**src/rtl/mem_bus_pkg.sv**
```systemverilog
// -----------------------------------------------------------------------------
// mem_bus_pkg: shared state encoding, decode and owner constants for the bus arbiter
// Rev 1.0
// -----------------------------------------------------------------------------
`default_nettype none

package mem_bus_pkg;

  typedef enum logic [1:0] {
    IDLE   = 2'd0,
    SETUP  = 2'd1,
    ACCESS = 2'd2,
    DONE   = 2'd3
  } state_t;

  localparam logic [1:0] RAM_REGION = 2'b11;
  localparam logic       OWNER_CPU  = 1'b0;
  localparam logic       OWNER_DMA  = 1'b1;

  function automatic logic is_ram(input logic [1:0] top_bits);
    return (top_bits == RAM_REGION);
  endfunction

endpackage

`default_nettype wire

```
**src/rtl/rr_arbiter2.sv**
```systemverilog
// -----------------------------------------------------------------------------
// rr_arbiter2: two-input round-robin grant with the registered owner bit
// Rev 1.0
// -----------------------------------------------------------------------------
`default_nettype none

module rr_arbiter2
  import mem_bus_pkg::*;
(
  input  logic clk,
  input  logic reset,
  input  logic req_cpu,
  input  logic req_dma,
  input  logic grant_en,
  output logic grant_valid,
  output logic grant_id,
  output logic owner
);

  logic r_owner;

  // On a tie the port that did not own the bus last time wins.
  always_comb begin
    grant_valid = req_cpu | req_dma;
    grant_id    = OWNER_CPU;
    if (req_cpu && req_dma)
      grant_id = ~r_owner;
    else if (req_dma)
      grant_id = OWNER_DMA;
  end

  always_ff @(posedge clk or negedge reset) begin
    if (!reset)
      r_owner <= OWNER_DMA;
    else if (grant_en && grant_valid)
      r_owner <= grant_id;
  end

  assign owner = r_owner;

endmodule

`default_nettype wire

```
**src/rtl/mem_bus_arbiter.sv**
```systemverilog
// -----------------------------------------------------------------------------
// mem_bus_arbiter: CPU/DMA sharing of the ROM+RAM bus with decode and strobe sequencing
// Rev 1.0
// -----------------------------------------------------------------------------
`default_nettype none

module mem_bus_arbiter
  import mem_bus_pkg::*;
#(
  parameter int ADDR_W      = 13,
  parameter int DATA_W      = 8,
  parameter int WAIT_STATES = 1
) (
  input  logic              clk,
  input  logic              reset,
  input  logic              cpu_req,
  input  logic              cpu_wr,
  input  logic [ADDR_W-1:0] cpu_addr,
  input  logic [DATA_W-1:0] cpu_wdata,
  output logic [DATA_W-1:0] cpu_rdata,
  output logic              cpu_ack,
  output logic              cpu_err,
  input  logic              dma_req,
  input  logic              dma_wr,
  input  logic [ADDR_W-1:0] dma_addr,
  input  logic [DATA_W-1:0] dma_wdata,
  output logic [DATA_W-1:0] dma_rdata,
  output logic              dma_ack,
  output logic              dma_err,
  output logic [ADDR_W-1:0] mem_addr,
  output logic [DATA_W-1:0] mem_wdata,
  output logic              mem_data_oe,
  input  logic [DATA_W-1:0] mem_rdata,
  output logic              mem_rd,
  output logic              mem_wr,
  output logic              ram_sel,
  output logic              rom_sel,
  output logic              owner,
  output logic              busy
);

  localparam logic [2:0] c_WAIT_LAST = 3'(WAIT_STATES);

  state_t            r_state;
  state_t            w_state_nxt;
  logic [2:0]        r_cnt;
  logic [2:0]        w_cnt_nxt;
  logic              r_wr;
  logic              w_grant_valid;
  logic              w_grant_id;
  logic              w_grant_en;
  logic              w_last;
  logic [ADDR_W-1:0] w_win_addr;
  logic [DATA_W-1:0] w_win_wdata;
  logic              w_win_wr;
  logic              w_done_nxt;

  assign w_grant_en = (r_state == IDLE);

  rr_arbiter2 u_rr (
    .clk         (clk),
    .reset       (reset),
    .req_cpu     (cpu_req),
    .req_dma     (dma_req),
    .grant_en    (w_grant_en),
    .grant_valid (w_grant_valid),
    .grant_id    (w_grant_id),
    .owner       (owner)
  );

  assign w_win_addr  = (w_grant_id == OWNER_DMA) ? dma_addr  : cpu_addr;
  assign w_win_wdata = (w_grant_id == OWNER_DMA) ? dma_wdata : cpu_wdata;
  assign w_win_wr    = (w_grant_id == OWNER_DMA) ? dma_wr    : cpu_wr;
  assign w_last      = (r_cnt == c_WAIT_LAST);

  always_comb begin
    w_state_nxt = r_state;
    w_cnt_nxt   = r_cnt;
    case (r_state)
      IDLE: begin
        if (w_grant_valid)
          w_state_nxt = SETUP;
      end
      SETUP: begin
        w_state_nxt = ACCESS;
        w_cnt_nxt   = 3'd0;
      end
      ACCESS: begin
        if (w_last)
          w_state_nxt = DONE;
        else if (r_cnt != 3'd7)
          w_cnt_nxt = r_cnt + 3'd1;
      end
      DONE: begin
        w_state_nxt = IDLE;
      end
      default: begin
        w_state_nxt = IDLE;
      end
    endcase
  end

  always_ff @(posedge clk or negedge reset) begin
    if (!reset) begin
      r_state <= IDLE;
      r_cnt   <= 3'd0;
    end else begin
      r_state <= w_state_nxt;
      r_cnt   <= w_cnt_nxt;
    end
  end

  // Transfer attributes latched at grant; sel and addr then hold until the next grant.
  always_ff @(posedge clk or negedge reset) begin
    if (!reset) begin
      r_wr      <= 1'b0;
      mem_addr  <= '0;
      mem_wdata <= '0;
      ram_sel   <= 1'b0;
      rom_sel   <= 1'b0;
    end else if (w_grant_en && w_grant_valid) begin
      r_wr      <= w_win_wr;
      mem_addr  <= w_win_addr;
      mem_wdata <= w_win_wdata;
      ram_sel   <= is_ram(w_win_addr[ADDR_W-1 -: 2]);
      rom_sel   <= !is_ram(w_win_addr[ADDR_W-1 -: 2]);
    end
  end

  assign w_done_nxt = (w_state_nxt == DONE);

  always_ff @(posedge clk or negedge reset) begin
    if (!reset) begin
      mem_rd  <= 1'b0;
      mem_wr  <= 1'b0;
      cpu_ack <= 1'b0;
      cpu_err <= 1'b0;
      dma_ack <= 1'b0;
      dma_err <= 1'b0;
    end else begin
      mem_rd  <= (w_state_nxt == ACCESS) && !r_wr;
      mem_wr  <= (w_state_nxt == ACCESS) && r_wr && ram_sel;
      cpu_ack <= w_done_nxt && (owner == OWNER_CPU);
      cpu_err <= w_done_nxt && (owner == OWNER_CPU) && r_wr && rom_sel;
      dma_ack <= w_done_nxt && (owner == OWNER_DMA);
      dma_err <= w_done_nxt && (owner == OWNER_DMA) && r_wr && rom_sel;
    end
  end

  // Only the owner's read register is touched, on the final ACCESS edge of a read.
  always_ff @(posedge clk or negedge reset) begin
    if (!reset) begin
      cpu_rdata <= '0;
      dma_rdata <= '0;
    end else if ((r_state == ACCESS) && w_last && !r_wr) begin
      if (owner == OWNER_CPU)
        cpu_rdata <= mem_rdata;
      else
        dma_rdata <= mem_rdata;
    end
  end

  assign busy        = (r_state != IDLE);
  assign mem_data_oe = ((r_state == SETUP) || (r_state == ACCESS)) && r_wr && ram_sel;

endmodule

`default_nettype wire

```
**config.mk**
```make
export PLATFORM = sky130hd
export DESIGN_NAME = mem_bus_arbiter
export DESIGN_NICKNAME = d
export VERILOG_FILES = /design/src/rtl/mem_bus_pkg.sv /design/src/rtl/rr_arbiter2.sv /design/src/rtl/mem_bus_arbiter.sv
export SDC_FILE = /design/constraint.sdc
export NUM_CORES = 1
export LEC_CHECK = 0
export ABC_AREA = 0
export BUFFER_PORTS_ARGS = -buffer_cell sky130_fd_sc_hd__buf_2
export CORE_AREA = 2 2 85 87
export DETAILED_ROUTE_END_ITERATION = 16
export DIE_AREA = 0 0 87 89
export HOLD_SLACK_MARGIN = 0.15
export PLACE_DENSITY = 0.64
export SYNTH_ARGS = -nofsm -noshare
export SYNTH_HDL_FRONTEND = slang
export SYNTH_HIERARCHICAL = 1
export SYNTH_SLANG_ARGS = --single-unit
```
**constraint.sdc**
```tcl
create_clock -name clk -period 1.42 [get_ports clk]
set_input_delay 0.284 -clock clk [delete_from_list [all_inputs] [get_ports clk]]
set_output_delay 0.284 -clock clk [all_outputs]
set_load 0.02 [all_outputs]
```
### Word level (Yosys, flattened, before mapping)

Index checks and enable logic that the tools add are counted.
W data, S select, Z words.

| cells by class | value |
|---|---|
| multiplexer cells | 11 |
| multipliers | 0 |
| eq/ne operators | 10 |
| reductions and logical operators | 24 |
| div/mod/pow operators | 0 |
| bitwise gates (word level) | 2 |
| magnitude comparators | 0 |
| add/subtract/negate cells | 1 |
| shifts and indexed selects | 0 |

Operators by type and width:

| kind | number |
|---|---|
| $logic_and A1 B1 Y1 | 15 |
| $mux W13 | 1 |
| $eq A2 B2 Y1 const B | 5 |
| $mux W8 | 1 |
| $pmux W2 S4 | 1 |
| $mux W3 | 2 |
| $pmux W3 S2 | 1 |
| $mux W2 | 2 |
| $ne A2 B2 Y1 const B | 2 |
| $reduce_and A2 Y1 | 2 |
| $reduce_bool A2 Y1 | 2 |
| $add A3 B1 Y3 const B | 1 |
| $eq A3 B1 Y1 const B | 1 |
| $mux W1 | 3 |
| $ne A3 B3 Y1 const B | 1 |
| $reduce_and A3 Y1 | 1 |
| $eq A2 B1 Y1 const B | 1 |
| $logic_not A1 Y1 | 2 |
| $logic_not A2 Y1 | 1 |
| $logic_or A1 B1 Y1 | 1 |
| $not A1 Y1 | 1 |
| $or A1 B1 Y1 | 1 |

| word-level totals | value |
|---|---|
| bits in read-only memories | 0 |
| logic and storage cells | 64 |
| register bits after elaboration | 52 |
| input bits | 56 |
| memories kept | 0 |
| output and inout bits | 48 |
| bits in latches | 0 |
| RAM bits | 0 |

### Longest topological paths before layout

| logic depth | value |
|---|---|
| depth after elaboration | 7 |
| depth in mapped cells | 6 |
| mapped depth without buffers | 5 |

### Cells and area by module

Netlist, hierarchy kept.

By module, submodules not included:

| module | cells an instance | instances | sequential area each (um^2) | area an instance (um^2) |
|---|---|---|---|---|
| mem_bus_arbiter | 185 | 1 | 1276.2 | 2275.9 |
| rr_arbiter2 | 5 | 1 | 26.3 | 51.3 |

### Worst setup path after synthesis

Ideal clock, no wire load.

| timing | value |
|---|---|
| path type | register to register |
| start | register r_cnt[1] |
| end | register cpu_rdata[0] |
| buffers on the path | 1 |
| setup time | 0.125 ns |
| data required time | 1.295 ns |
| cell stages (with the launch flop) | 7 |
| clock period less this slack | 1.537 ns |
| arrival | 1.412 ns |
| slack | -0.117 ns |
| cell sequence | dfrtp_1 -> inv_1 -> ha_1 -> nor2b_4 -> and4bb_1 -> buf_6 -> mux2_4 |

| between the ends | value |
|---|---|
| cells in the longest elaborated chain, start to end | 4 |

RTL lines:

| element | RTL line | source |
|---|---|---|
| start, declared | mem_bus_arbiter.sv:46 | `logic [2:0] r_cnt;` |
| start signal, assigned | mem_bus_arbiter.sv:109 | `r_cnt <= w_cnt_nxt;` |
| $eq A3 B1 Y1 | mem_bus_arbiter.sv:74 | `assign w_last = (r_cnt == c_WAIT_LAST);` |
| $logic_and A1 B1 Y1 (2 in series) | mem_bus_arbiter.sv:155 | `end else if ((r_state == ACCESS) && w_last && !r_wr) begin` |
| $reduce_and A2 Y1 (no source line) | - |  |
| end signal, assigned | mem_bus_arbiter.sv:157 | `cpu_rdata <= mem_rdata;` |
| end, declared | mem_bus_arbiter.sv:20 | `output logic [DATA_W-1:0] cpu_rdata,` |

No other way between the ends.
A chain may end at the register's enable or synchronous reset.

### Worst setup path in the final report

| timing | value |
|---|---|
| start | register r_state[1] |
| end | output port mem_data_oe |

| between the ends | value |
|---|---|
| cells in the longest elaborated chain, start to end | 4 |
| elaborated cells on any way between the ends | 5 |
| classes of those cells | eq/ne (2); reduce/logical (3) |

RTL lines:

| element | RTL line | source |
|---|---|---|
| start, declared | mem_bus_arbiter.sv:44 | `state_t r_state;` |
| start signal, assigned | mem_bus_arbiter.sv:108 | `r_state <= w_state_nxt;` |
| $eq A2 B1 Y1 / $eq A2 B2 Y1 (equally long branches) | mem_bus_arbiter.sv:164 | `assign mem_data_oe = ((r_state == SETUP) \|\| (r_state == ACCESS)) && r_wr && ram_sel;` |
| $logic_or A1 B1 Y1 * | mem_bus_arbiter.sv:164 |  |
| $logic_and A1 B1 Y1 * (2 in series) | mem_bus_arbiter.sv:164 |  |
| end, declared | mem_bus_arbiter.sv:32 | `output logic mem_data_oe,` |

Every way passes the cells marked *; elsewhere a longest branch is shown, timed or not.

==> results.cfg <==
[clocking]
clockBufferDepth = 2
cts-root-buf = clkbuf_8
cts_sinks = 52
htree_levels = 2
path_clk_slew_ns = 0.09
cts_inserted_buffers = 5
cts_tree = done
clk_latency_ns = 0.30

[floorplanning]
core_area_um2 = 6720
die_area_um2 = 7740
die_h_um = 89
initial_core_util = 0.346
io_pins = 104
num_rows = 30
fp.dieW_um = 87

[sta]
worst_slack_ns = -0.160
worst_pin_slew_ns = 0.384
hold_violations = 0
setup_violations = 25
fmax_mhz = 633
rsz0062_at_grt = yes
relSlewSlack = 0.744
slew_violations = 0
skew_ns = 0.00936
fin_crit_ns = 1.58
fin_setup_tns_ns = -2.15
fin_crit_sh = 1.11

[drt]
drtIter0Drc = 33
wl_mm = 5.35
wl_per_cell_um = 13.0
vias_per_cell = 4.56
drc = 0
vias = 1870
firstDrtPassIters = 4
drtAntennaViolNets = 0

[worst_setup_path]
cp-endpoint = mem_data_oe
criticalPathCategory = flip-flop to primary output
critPathMaxFanout = 2
timing.rr.start = r_cnt[1]
critPathArrivalTime_ns = 1.30
reg2regPathDepth = 5
r2r_end = r_cnt[1]
startpoint_type = flip-flop
crit_required_ns = 1.14
startpoint = r_state[1]
end_kind = primary output
rrSetupSlack_ns = -0.14

[yosys]
synth_cells = 190
synth-edff-count = 0
ys.flop_type = dfrtp_1
synth_top_area_share = 0.548
netlist_area_um2 = 2330
syn_nets = 252
yosysWarnings = 6
synth_area_leaders = dfrtp_1 55%, mux2i_1 9.5%, mux2_4 5.2%
ys_types = 36
synth_top_area_cell = dfrtp_1
async_reset_ff_frac = 1.00
syn_avg_cell_area_um2 = 12.2
yosysSeqAreaShare = 0.560
synth-seq-cells = 52

[status]
violations = negative setup slack
outcome = finished with violations

[pwr]
power_frac_seq = 0.325
p_comb_frac = 0.547
swShare = 0.389
p_per_area_nw_per_um2 = 2210
p_sw_mw = 3.06
power.ir.vdd_worst_mv = 0.745
p_leak_nw = 1.84
p_int_mw = 4.81
clock_power_share = 0.128

[placed_design]
gp_congestion = 0.709
hpwlAfterDp_mm = 3.90
io_buffers = 103
placed_cell_area_um2 = 3110
dp.cells = 385

[global_routing]
grt_overflow_total = 0
grt_first_pass_wirelength_mm = 8.61
grt_max_degree = 31
groute.usage.overall = 0.139
grt_pass1_vias = 1903
antenna_found_initial = 0

[layout]
fin_cells = 410
final_area_um2 = 3560
diodes = 0
drive_gt1_frac = 0.573
final_cell_mix = 100 x buf_2, 51 x dfrtp_1, 27 x nand2_1, 27 x buf_4, 19 x o21ai_0
nets = 391
syn_to_final_growth_pct = 52.8
layout_commonest_cell = buf_2

[min_path]
min_path_type = input port to flip-flop

[run]
drv_cap = 0
## final cells by class
cell class	count	area, um^2
clock buffers	5	68.8
clock inverters	3	42.5
fillers	615	3160
inverters	4	17.5
multi-input cells	125	1100
flip-flops and latches	52	1300
well taps	80	100
repair buffers	141	926
## how the worst min path moves through the flow
| stage | startpoint | end | slack, ns | cells after the start |
|---|---|---|---|---|
| after global placement | reset | r_state[1] | 0.22 | 1 |
| after detailed placement | reset | r_state[1] | 0.23 | 1 |
| after CTS | cpu_req | u_rr/owner | 0.18 | 2 |
| after global routing | cpu_req | u_rr/owner | 0.19 | 2 |
| final | cpu_req | u_rr/owner | 0.19 | 2 |
| after floorplan | reset | cpu_ack | -0.01 | 0 |
## logic make-up after synthesis
| family | count (synthesis) | synth area share |
|---|---|---|
| flip-flops | 52 | 0.560 |
| multiplexers | 38 | 0.185 |
| buffers and inverters | 13 | 0.0285 |
| AO/OA/AOI/OAI | 31 | 0.0769 |
| adder cells (fa/ha/maj) | 6 | 0.0323 |
| AND/OR/NAND/NOR | 50 | 0.118 |
## synth_stat cells, types with 2 or more instances
cell and number:
and3_1 4, and3b_1 2, buf_2 2, clkbuf_1 4
dfrtp_1 51, ha_1 6, inv_1 4, mux2_2 8
mux2_4 8, mux2i_1 22, nand2_1 28, nor2_1 4
o211ai_1 2, o21ai_0 22, or4b_1 2
## power by group through the flow
stage / Combinational (mW) / Sequential, mW / Clock [mW]
2_1_floorplan: 1.43 / 3.30 / 0
3_3_place_gp: 3.48 / 2.58 / 0
3_5_place_dp: 3.57 / 2.58 / 0
4_1_cts: 4.03 / 2.57 / 1.05
5_1_grt: 4.69 / 2.65 / 1.10
6_report: 4.31 / 2.56 / 1.00
## critical path, cell delays in order, from the launching register on
cell and delay (ns):
dfrtp_1 0.38, inv_2 0.06, ha_4 0.26, and3_4 0.17
buf_6 0.11
## flip-flops by register name, indices dropped and copies added (netlist names), 2 cells and up
register / count
r_state: 2
cpu_rdata: 8
dma_rdata: 8
mem_addr: 13
r_cnt: 3
mem_wdata: 8
## stage by stage
| stage | utilization | hold slack [ns] | setup WS, ns | total power [mW] |
|---|---|---|---|---|
| 2_1_floorplan | - | -0.0116 | -0.117 | 4.73 |
| 3_3_place_gp | 0.463 | 0.225 | -0.132 | 6.06 |
| 3_5_place_dp | 0.463 | 0.227 | -0.180 | 6.14 |
| 4_1_cts | 0.506 | 0.182 | -0.159 | 7.66 |
| 5_1_grt | 0.529 | 0.189 | -0.231 | 8.44 |
| 6_report | 0.529 | 0.191 | -0.160 | 7.87 |
## per-layer routing
| layer | share of wire | up-vias | routed length (um) | track usage |
|---|---|---|---|---|
| li1 | - | 939 | - | - |
| met1 | 0.44 | 852 | 2330 | 0.177 |
| met2 | 0.49 | 70 | 2600 | 0.232 |
| met3 | 0.065 | 9 | 349 | 0.0379 |
| met4 | 0.012 | 0 | 66 | 0.0426 |
| met5 | 0 | - | 0 | 0 |
## what timing repair did
item,CTS,global route
resized for setup,24,18
cloned,0,1
setup buffers,9,6
endpoints found under the setup margin,43,47
hold buffers,1,0
hold endpoints to repair,11,0
pin swaps,6,5
Note: power is estimated with default switching activity, not from simulation.
